## config.mk

```make
export PLATFORM = sky130hd
export DESIGN_NAME = apb_master_bridge
export DESIGN_NICKNAME = d
export VERILOG_FILES = /design/src/rtl/apb_master_pkg.sv /design/src/rtl/apb_master_bridge.sv
export SDC_FILE = /design/constraint.sdc
export NUM_CORES = 1
export LEC_CHECK = 0
export BUFFER_PORTS_ARGS = -buffer_cell sky130_fd_sc_hd__buf_2
export CAP_MARGIN = 10
export CELL_PAD_IN_SITES_DETAIL_PLACEMENT = 0
export CELL_PAD_IN_SITES_GLOBAL_PLACEMENT = 1
export CORE_MARGIN = 4
export CORE_UTILIZATION = 32
export CTS_CLUSTER_SIZE = 16
export DETAILED_ROUTE_END_ITERATION = 6
export PLACE_DENSITY = 0.76
export SLEW_MARGIN = 15
export SYNTH_ARGS = -nofsm -noshare
export SYNTH_HDL_FRONTEND = slang
export SYNTH_SLANG_ARGS = --single-unit
```

## constraint.sdc

```tcl
create_clock -name pclk -period 1.95 [get_ports pclk]
set_input_delay 0.39 -clock pclk [delete_from_list [all_inputs] [get_ports pclk]]
set_output_delay 0.39 -clock pclk [all_outputs]
set_load 0.03 [all_outputs]
```

## src/rtl/apb_master_pkg.sv

```systemverilog
// Shared types and constants for the APB requester and the config-bus register map.
package apb_master_pkg;

    localparam int ADDR_W_DEF = 32;
    localparam int DATA_W_DEF = 32;

    localparam logic [31:0] CNTRL = 32'h0000_0000;
    localparam logic [31:0] REG1  = 32'h0000_0004;
    localparam logic [31:0] REG2  = 32'h0000_0008;
    localparam logic [31:0] REG3  = 32'h0000_000C;
    localparam logic [31:0] REG4  = 32'h0000_0010;

    typedef enum logic [1:0] {
        IDLE   = 2'd0,
        SETUP  = 2'd1,
        ACCESS = 2'd2,
        RDWAIT = 2'd3
    } state_t;

endpackage

```

## src/rtl/apb_master_bridge.sv

```systemverilog
// Purpose: valid/ready command to APB3 SETUP/ACCESS transfer bridge, one transfer in flight.
// Latency: response 2 cycles after accept for writes, 3 for reads with RD_SAMPLE_DLY=1, plus wait states.
// Backpressure: cmd_ready only in IDLE; pready stretches ACCESS until done or timeout; rsp has none.
module apb_master_bridge
    import apb_master_pkg::*;
#(
    parameter int ADDR_W        = ADDR_W_DEF,
    parameter int DATA_W        = DATA_W_DEF,
    parameter int RD_SAMPLE_DLY = 1,
    parameter int TIMEOUT_CYC   = 16
) (
    input  logic              pclk,
    input  logic              presetn,
    input  logic              cmd_valid,
    output logic              cmd_ready,
    input  logic              cmd_write,
    input  logic [ADDR_W-1:0] cmd_addr,
    input  logic [DATA_W-1:0] cmd_wdata,
    output logic              rsp_valid,
    output logic [DATA_W-1:0] rsp_rdata,
    output logic              rsp_err,
    output logic [ADDR_W-1:0] paddr,
    output logic [DATA_W-1:0] pwdata,
    output logic              pwrite,
    output logic              psel,
    output logic              penable,
    input  logic              pready,
    input  logic              pslverr,
    input  logic [DATA_W-1:0] prdata
);

    localparam int CNT_W = (TIMEOUT_CYC < 2) ? 1 : $clog2(TIMEOUT_CYC + 1);

    state_t             state;
    state_t             state_nxt;
    logic [CNT_W-1:0]   to_cnt;
    logic               err_q;
    logic               accept;
    logic               timeout_hit;
    logic               access_done;
    logic               direct_rsp;

    assign accept      = (state == IDLE) && cmd_valid;
    assign timeout_hit = (TIMEOUT_CYC != 0) && !pready &&
                         (to_cnt == CNT_W'(TIMEOUT_CYC - 1));
    assign access_done = (state == ACCESS) && pready;
    // Reads with registered slave data take the detour through RDWAIT.
    assign direct_rsp  = pwrite || (RD_SAMPLE_DLY == 0);

    always_ff @(posedge pclk or negedge presetn) begin
        if (!presetn) begin
            state <= IDLE;
        end else begin
            state <= state_nxt;
        end
    end

    always_comb begin
        state_nxt = state;
        case (state)
            IDLE:    if (cmd_valid) state_nxt = SETUP;
            SETUP:   state_nxt = ACCESS;
            ACCESS: begin
                if (pready)           state_nxt = direct_rsp ? IDLE : RDWAIT;
                else if (timeout_hit) state_nxt = IDLE;
            end
            RDWAIT:  state_nxt = IDLE;
            default: state_nxt = IDLE;
        endcase
    end

    always_comb begin
        cmd_ready = 1'b0;
        psel      = 1'b0;
        penable   = 1'b0;
        case (state)
            IDLE:    cmd_ready = 1'b1;
            SETUP:   psel      = 1'b1;
            ACCESS: begin
                psel    = 1'b1;
                penable = 1'b1;
            end
            default: ;
        endcase
    end

    always_ff @(posedge pclk or negedge presetn) begin
        if (!presetn) begin
            paddr     <= '0;
            pwdata    <= '0;
            pwrite    <= 1'b0;
            to_cnt    <= '0;
            err_q     <= 1'b0;
            rsp_valid <= 1'b0;
            rsp_err   <= 1'b0;
            rsp_rdata <= '0;
        end else begin
            rsp_valid <= 1'b0;
            if (accept) begin
                paddr  <= cmd_addr;
                pwdata <= cmd_wdata;
                pwrite <= cmd_write;
                to_cnt <= '0;
            end
            if ((state == ACCESS) && !pready) begin
                to_cnt <= to_cnt + CNT_W'(1);
            end
            if (access_done) begin
                err_q <= pslverr;
                if (direct_rsp) begin
                    rsp_valid <= 1'b1;
                    rsp_err   <= pslverr;
                    rsp_rdata <= pwrite ? '0 : prdata;
                end
            end else if ((state == ACCESS) && timeout_hit) begin
                rsp_valid <= 1'b1;
                rsp_err   <= 1'b1;
                rsp_rdata <= '0;
            end
            // prdata from a registered slave is valid during RDWAIT.
            if (state == RDWAIT) begin
                rsp_valid <= 1'b1;
                rsp_err   <= err_q;
                rsp_rdata <= prdata;
            end
        end
    end

endmodule

```

# Word-level counts from Yosys, hierarchy flattened
# Index checks and enable logic that the tools add are counted.
[word_totals]
regBits = 107
input_bits = 102
out_inout_bits = 102
elab_cells = 51
[classes]
n_addsub = 1
n_eq_ne = 7
mux = 22
reduce_logical = 12
[ops]
columns = ["cell", "n"]
rows = [
  ["32-bit two-way mux", 4],
  ["1-bit two-way mux", 11],
  ["5-bit two-way mux", 2],
  ["2-bit two-way mux", 4],
  ["2-bit case mux with 4 select lines", 1],
  ["5-bit by 1-bit adder with 5-bit output (second input constant)", 1],
  ["5-bit by 4-bit equality test with 1-bit output (second input constant)", 1],
  ["1-bit logical AND", 5],
  ["2-bit equality test (second input constant)", 2],
  ["2-bit AND reduction", 2],
  ["3-bit by 2-bit != test with 1-bit output (second input constant)", 1],
  ["3-bit != test (second input constant)", 1],
  ["3-bit nonzero test", 1],
  ["2-bit by 1-bit equality test with 1-bit output (second input constant)", 1],
  ["2-bit zero test", 1],
  ["2-bit != test (second input constant)", 1],
  ["2-bit nonzero test", 1],
  ["2-bit OR reduction", 1],
  ["1-bit zero test", 1],
]

# Logic depth before layout (Yosys ltp)
# Gate-level depths: netlist of the first run.
[logic_depth]
depth_word = 6
depth_mapped = 7
ltp_nobuf = 6

# Worst setup path after synthesis of the first run
# No wires, ideal clock.
[synth_path]
path_type = "flip-flop to flip-flop"
startpoint = "register to_cnt[0]"
endpoint = "register rsp_rdata[10]"
setup_ns = 0.065
arrival_ns = 1.752
required_time_ns = 1.885
setup_slack_ns = 0.134
stages_incl_launch_ff = 8
path_buffers = 1
synth_period_minus_slack_ns = 1.816
cell_sequence = "dfrtp_1 ha_1 and3_1 ha_1 mux2_4 a21oi_4 buf_6 a22o_2"
[synth_via]
elab_chain_len = 5
[synth_rtl]
columns = ["element", "line_no", "rtl"]
rows = [
  ["start, declared", "apb_master_bridge.sv:36", "logic [CNT_W-1:0] to_cnt;"],
  ["start signal, assigned", "apb_master_bridge.sv:106", "to_cnt <= to_cnt + CNT_W'(1);"],
  ["5-bit by 4-bit equality test with 1-bit output", "apb_master_bridge.sv:45", "(to_cnt == CNT_W'(TIMEOUT_CYC - 1));"],
  ["1-bit logical AND", "apb_master_bridge.sv:44", "assign timeout_hit = (TIMEOUT_CYC != 0) && !pready &&"],
  ["1-bit logical AND", "apb_master_bridge.sv:115", "end else if ((state == ACCESS) && timeout_hit) begin"],
  ["3-bit nonzero test (no line)", "--", ""],
  ["2-bit AND reduction (no line)", "--", ""],
  ["end signal, assigned", "apb_master_bridge.sv:113", "rsp_rdata <= pwrite ? '0 : prdata;"],
  ["end signal, assigned", "apb_master_bridge.sv:124", "rsp_rdata <= prdata;"],
  ["end, declared", "apb_master_bridge.sv:20", "output logic [DATA_W-1:0] rsp_rdata,"],
]
# Every way passes these cells.
# A chain may end at the register's enable or synchronous reset.

# Final worst setup path of the first run
[layout_path]
startpoint = "register to_cnt[1]"
endpoint = "register rsp_rdata[24]"
# Same word-level chain as after synthesis.

==> impl_metrics.toml, run 1 <==
[clock_tree]
cts_buffers = 9
h-tree-depth = 3
clock_sinks = 107
clk_pin_slew_ns = 0.07
cts_tree = "yes"
cts_root_buf = "clkbuf_16"
clk_latency_ns = 0.35
ctsHoldBuffers = 0
clock_path_buffers = 2

[floorplan]
die_h_um = 121.2
die_area_mm2 = 0.01470
die_w_um = 121.2
ios = 204
initial_core_util = 0.3264
rows = 41
core-area_mm2 = 0.01257

[grt]
grtUsageTotal = 0.1305
grt_pass1_wl_um = 15110
grt_pass1_vias = 3057
grt-ovfl-total = 0
grt_max_degree = 62
grt_antenna_before_repair = 0

[sta]
finalSetupViolations = 0
rsz0062_at_grt = "false"
fin_crit_sh = 0.9601
period_needed_ns = 1.872
setup_tns_ns = 0
fmax_mhz = 534.2
maxSlewViolCount = 0
slew_headroom = 0.6268
fin_ws_ns = 0.07789
worst_pin_slew_ns = 0.5598
finalHoldViolCount = 0
clock_skew_ns = 0.007999

[synthesis]
synth_top_area_share = 0.6526
synth_seq_cells = 107
yosys-top-cells-area = "dfrtp_1 65%, mux2_2 18%, a22o_2 6.1%"
syn_nets = 367
synthSimpleGateAreaFrac = 0.01586
synth_top_family_by_area = "multiplexers"
syn_inst = 260
synthMuxAreaShare = 0.1876
ys_seq_area_frac = 0.6526
synthAdderAreaFrac = 0.01525
netlist.top_cell.by_area = "dfrtp_1"
synth-compound-area-share = 0.09637
ys_types = 24
ys_warn_count = 0
yosys.area_share.xor_xnor = 0.004270
postSynthAreaPerCell_um2 = 15.78
syn_area_mm2 = 0.004103

[placement]
dp_hpwl_um = 7186
place.gp.congestion = 0.7074
placed_cells = 628
place_area_mm2 = 0.005348
dp_slack_ns = 0.02682
io_buffer_count = 203

[outcome]
status = "finished clean"

[setup_path]
crit_family = "compound AO/OA/AOI/OAI gates"
worstPathRequired_ns = 2.23
arrival_ns = 2.16
worstSetupPathType = "reg2reg"
crit_path_top_delay_cell = "dfrtp_1"
crit_path_cell_trace = "ha_2 -> and3_4 -> ha_4 -> mux2_4 -> a21oi_4 -> clkbuf_16 -> a22o_2"
worstPathMaxFanout = 8
cp-end-kind = "register"
cp-start-kind = "register"
slowest_delay_ns = 0.38
crit_buf_inv = 1

[cells_and_area]
stdcell_count = 650
layout-drive-gt1-share = 0.6925
syn2layout_area_growth_pct = 39.68
final_common_cell = "buf_2"
layout_common_cells = "202 x buf_2, 107 x dfrtp_1, 67 x mux2_2"
stdcell_area_mm2 = 0.005731
n_antenna_cell = 0
final_nets = 580
finish.utilization = 0.4559

[flow_run]
maxCapViolations = 0

[detailed_routing]
drt_drc_violations_left = 0
vias = 2943
first_pass_iters = 4
wire_per_inst_um = 15.28
drt_iter0_drc = 100
vias_per_cell = 4.528
drt-total-wl_um = 9934
ant_nets = 0

[pwr]
power.density_mw_per_mm2 = 1960
peakVddDrop_mv = 0.8702
leakage_nw = 2.922

[hold_path]
hp-class = "in2async"
[registers in the layout, summed over array words and instances (netlist names)]
register,cells
state,2
pwrite,1
paddr,32
rsp_err,1
rsp_rdata,32
err_q,1
pwdata,32
to_cnt,5
rsp_valid,1
[final cells by class]
type                       count  area [µm²]
tap                          172       215.2
multi-input combinational    131        1333
clock inverter                 6       40.04
sequential                   107        2678
clock buffer                  10       239.0
fill                        1168        6838
timing repair buffer         217        1200
inverter                       7       26.28
[per-layer routing]
layer	vias to the layer above	part of all wire	track usage	routed length, µm
met5	-	0	0	0
li1	1365	-	-	-
met2	124	0.50	0.2181	4970
met4	0	0.015	0.05532	146
met3	11	0.090	0.04662	890
met1	1443	0.40	0.1518	3926
[metrics by stage]
stage	hold WS [ns]	power (mW)
2_1_floorplan	0.09441	7.765
3_5_place_dp	0.4186	9.451
4_1_cts	0.04541	11.21
3_3_place_gp	0.4163	9.318
6_report	0.03172	11.23
5_1_grt	0.05418	11.87
[worst reg2reg max path: stages (launching register included)]
cell and delay [ns]:
dfrtp_1 0.38, ha_2 0.19, and3_4 0.18, ha_4 0.15
mux2_4 0.28, a21oi_4 0.27, clkbuf_16 0.22, a22o_2 0.13
[power by group]
group / switching [mW] / internal, mW / leakage (nW)
registers: 0.542 / 3.29 / 1.30
clock network: 0.804 / 0.901 / 0.139
logic: 3.52 / 2.18 / 1.49
total: 4.86 / 6.37 / 2.92
[synthesized netlist by cell type]
library cell  number
a22o_2            25
nand3_1            6
a221oi_1           1
a21oi_4            1
clkbuf_1           4
a22o_1             7
clkbuf_2           1
o21ai_0            7
nor4b_1            1
buf_6              3
o211ai_1           1
buf_2              7
inv_1              7
xor2_1             1
mux2_2            67
xnor2_1            1
o21bai_1           1
a2bb2oi_1          1
dfrtp_1          107
nand2_1            2
nand2b_1           2
ha_1               5
mux2_4             1
and3_1             1
[cells by family (layout without fill, tap and decap cells)]
kind of cell	count (synthesis)	count (layout)
buffers and inverters	22	240
xor gates and xnor gates	2	2
AOI/OAI and AO/OA	44	44
and+or+nand+nor	12	12
adders and majority gates	5	5
DFF	107	107
muxes	68	68
[path summary, 6_finish.rpt]
| check | from | to | slack (ns) | cells past startpoint |
|---|---|---|---|---|
| worst max-delay path | to_cnt[1]$_DFFE_PN0P_ | rsp_rdata[24]$_DFFE_PN0P_ | 0.08 | 7 |
| worst min-delay path | presetn | paddr[13]$_DFFE_PN0P_ | 0.03 | 2 |
| worst max register to register | to_cnt[1]$_DFFE_PN0P_ | rsp_rdata[24]$_DFFE_PN0P_ | 0.08 | 7 |
| worst min register to register | rsp_rdata[26]$_DFFE_PN0P_ | rsp_rdata[26]$_DFFE_PN0P_ | 0.49 | 1 |
| max in group asynchronous | presetn | rsp_rdata[3]$_DFFE_PN0P_ | 1.41 | 2 |
| min in group pclk | cmd_wdata[12] | pwdata[12]$_DFFE_PN0P_ | 0.27 | 2 |
[repair_timing]
item,CTS,global route
resized for setup,0,4
endpoints found under the setup margin,0,33
buffers inserted,0,3
(Power assumes the default switching activity.)
==> run 2, diff against run 1 <==
Settings changed: CORE_UTILIZATION 32 to 35, PLACE_DENSITY 0.76 to 0.79.
Clock period 1.95 ns to 1.9 ns, I/O delays scaled along.
==> run 2 against run 1 <==
Global-route usage rose by 0.58 points. Total power rose by 6.1%. Clock-buffer cell count did not move. Clock skew fell by 0.0025 ns. Critical path type unchanged. First-iteration DRC count rose by 71%. Design area rose by 1.2%.
==> impl_metrics.toml, run 2 (synthesis gave the netlist of run 1 again) <==
[clock_tree]
cts_buffers = 9
cts_tree = "yes"
clock_sinks = 107
clock_path_buffers = 2
clk_latency_ns = 0.34
clk_pin_slew_ns = 0.07
ctsHoldBuffers = 0
h-tree-depth = 3
cts_root_buf = "clkbuf_16"

[detailed_routing]
m1WireLength_um = 3770
ant_nets = 0
dr_wl_met3_um = 978
vias = 2924
drt_iter0_drc = 171
drt-total-wl_um = 9712
vias_per_cell = 4.686
wire_per_inst_um = 15.56
wl_met2_um = 4814
first_pass_iters = 4
top_layer_used = "met4"
drt_drc_violations_left = 0

[sta]
finalSetupViolations = 0
finalHoldViolCount = 0
clock_skew_ns = 0.005497
worst_pin_slew_ns = 0.5413
fin_ws_ns = 0.06721
fin_crit_sh = 0.9646
period_needed_ns = 1.833
maxSlewViolCount = 0
slew_headroom = 0.6391
fmax_mhz = 545.6

[floorplan]
rows = 39
die_w_um = 116.3
die_h_um = 116.3
initial_core_util = 0.3578
ios = 204
core-area_mm2 = 0.01147
die_area_mm2 = 0.01352

[pwr]
leakage_nw = 2.975
clockPowerShare = 0.172
netSwitchingFraction = 0.4213
power_frac_comb = 0.499
peakVddDrop_mv = 1.322
switching_power_mw = 5.018
power.density_mw_per_mm2 = 2054
p_seq_frac = 0.329
power.internal_mw = 6.894

[placement]
place.gp.congestion = 0.7266
place_area_mm2 = 0.005339
dp_hpwl_um = 7066
dp_slack_ns = -0.001116
io_buffer_count = 203

[flow_run]
maxCapViolations = 0

[cells_and_area]
final_nets = 583
layout-drive-gt1-share = 0.6944
layout_common_cells = "202 x buf_2, 107 x dfrtp_1, 67 x mux2_2"
n_antenna_cell = 0
syn2layout_area_growth_pct = 41.38
final_common_cell = "buf_2"
top_regs = "paddr x32, pwdata x32, rsp_rdata x32"
stdcell_area_mm2 = 0.005801

[setup_path]
cp-start-kind = "register"
arrival_ns = 2.12
rr_startpoint = "to_cnt[1]$_DFFE_PN0P_"
r2r_slack_ns = 0.07
worstPathMaxFanout = 8
worstSetupPathType = "reg2reg"
cp-end-kind = "register"
worstSetupStartpoint = "to_cnt[1]$_DFFE_PN0P_"
worstPathRequired_ns = 2.19

[outcome]
status = "finished clean"

[grt]
grtUsageTotal = 0.1363
grt_max_degree = 42
grt_pass1_vias = 2929
grt_antenna_before_repair = 0
grt_pass1_wl_um = 14260
grt-ovfl-total = 0

[hold_path]
hp-class = "in2async"
-- run 2: power by group through the flow --
stage | clock network (mW) | registers [mW] | logic (mW)
floorplan | 0 | 6.00 | 1.97
global placement | 0 | 3.92 | 5.65
detailed placement | 0 | 3.96 | 5.75
CTS | 2.13 | 3.94 | 5.76
global route | 2.22 | 4.07 | 6.33
finish | 2.04 | 3.92 | 5.94
-- run 2: per-stage QoR --
| step | TNS, ns | hold WS [ns] | std cells | total power [mW] | util |
|---|---|---|---|---|---|
| after floorplan | 0 | 0.08441 | 260 | 7.970 | - |
| after global placement | 0 | 0.3970 | 601 | 9.573 | 0.4656 |
| after detailed placement | -0.001116 | 0.4027 | 601 | 9.710 | 0.4656 |
| after CTS | 0 | 0.01399 | 617 | 11.82 | 0.4949 |
| after global routing | -0.001222 | 0.03626 | 624 | 12.61 | 0.5058 |
| final | 0 | 0.01069 | 624 | 11.91 | 0.5058 |
-- run 2: worst paths after layout --
kind                                                   to  depth (start not counted)
worst max-delay path            rsp_rdata[26]$_DFFE_PN0P_                          8
max in group asynchronous       rsp_rdata[29]$_DFFE_PN0P_                          2
worst min-delay path            rsp_rdata[12]$_DFFE_PN0P_                          1
min in group pclk               rsp_rdata[27]$_DFFE_PN0P_                          2
worst min register to register  rsp_rdata[31]$_DFFE_PN0P_                          1
worst max register to register  rsp_rdata[26]$_DFFE_PN0P_                          8
-- run 2: area by class of cell --
type | instances | area (µm²)
Clock buffer | 10 | 239.0
Clock inverter | 6 | 95.09
Fill cell | 1027 | 5667
Inverter | 7 | 26.28
Multi-Input combinational cell | 131 | 1333
Sequential cell | 107 | 2678
Tap cell | 143 | 178.9
Timing Repair Buffer | 220 | 1251
-- run 2: worst max-delay path: stages, from the launching register on --
cell       delay [ns]
dfrtp_1          0.40
ha_2             0.20
and3_4           0.18
ha_4             0.16
mux2_4           0.27
a21oi_4          0.14
buf_12           0.14
clkbuf_16        0.15
a22o_2           0.13
-- run 2: metal layers --
metal	global-route usage	vias to the layer above
met2	0.2197	129
met3	0.06062	14
li1	-	1370
met4	0.05336	0
met1	0.1601	1411
met5	0	-
-- run 2: what timing repair did --
action | in CTS | in global routing
cloned | 0 | 4
pin swaps | 0 | 3
gates resized for setup | 1 | 3
endpoints found under the setup margin | 12 | 34
setup buffers | 0 | 3
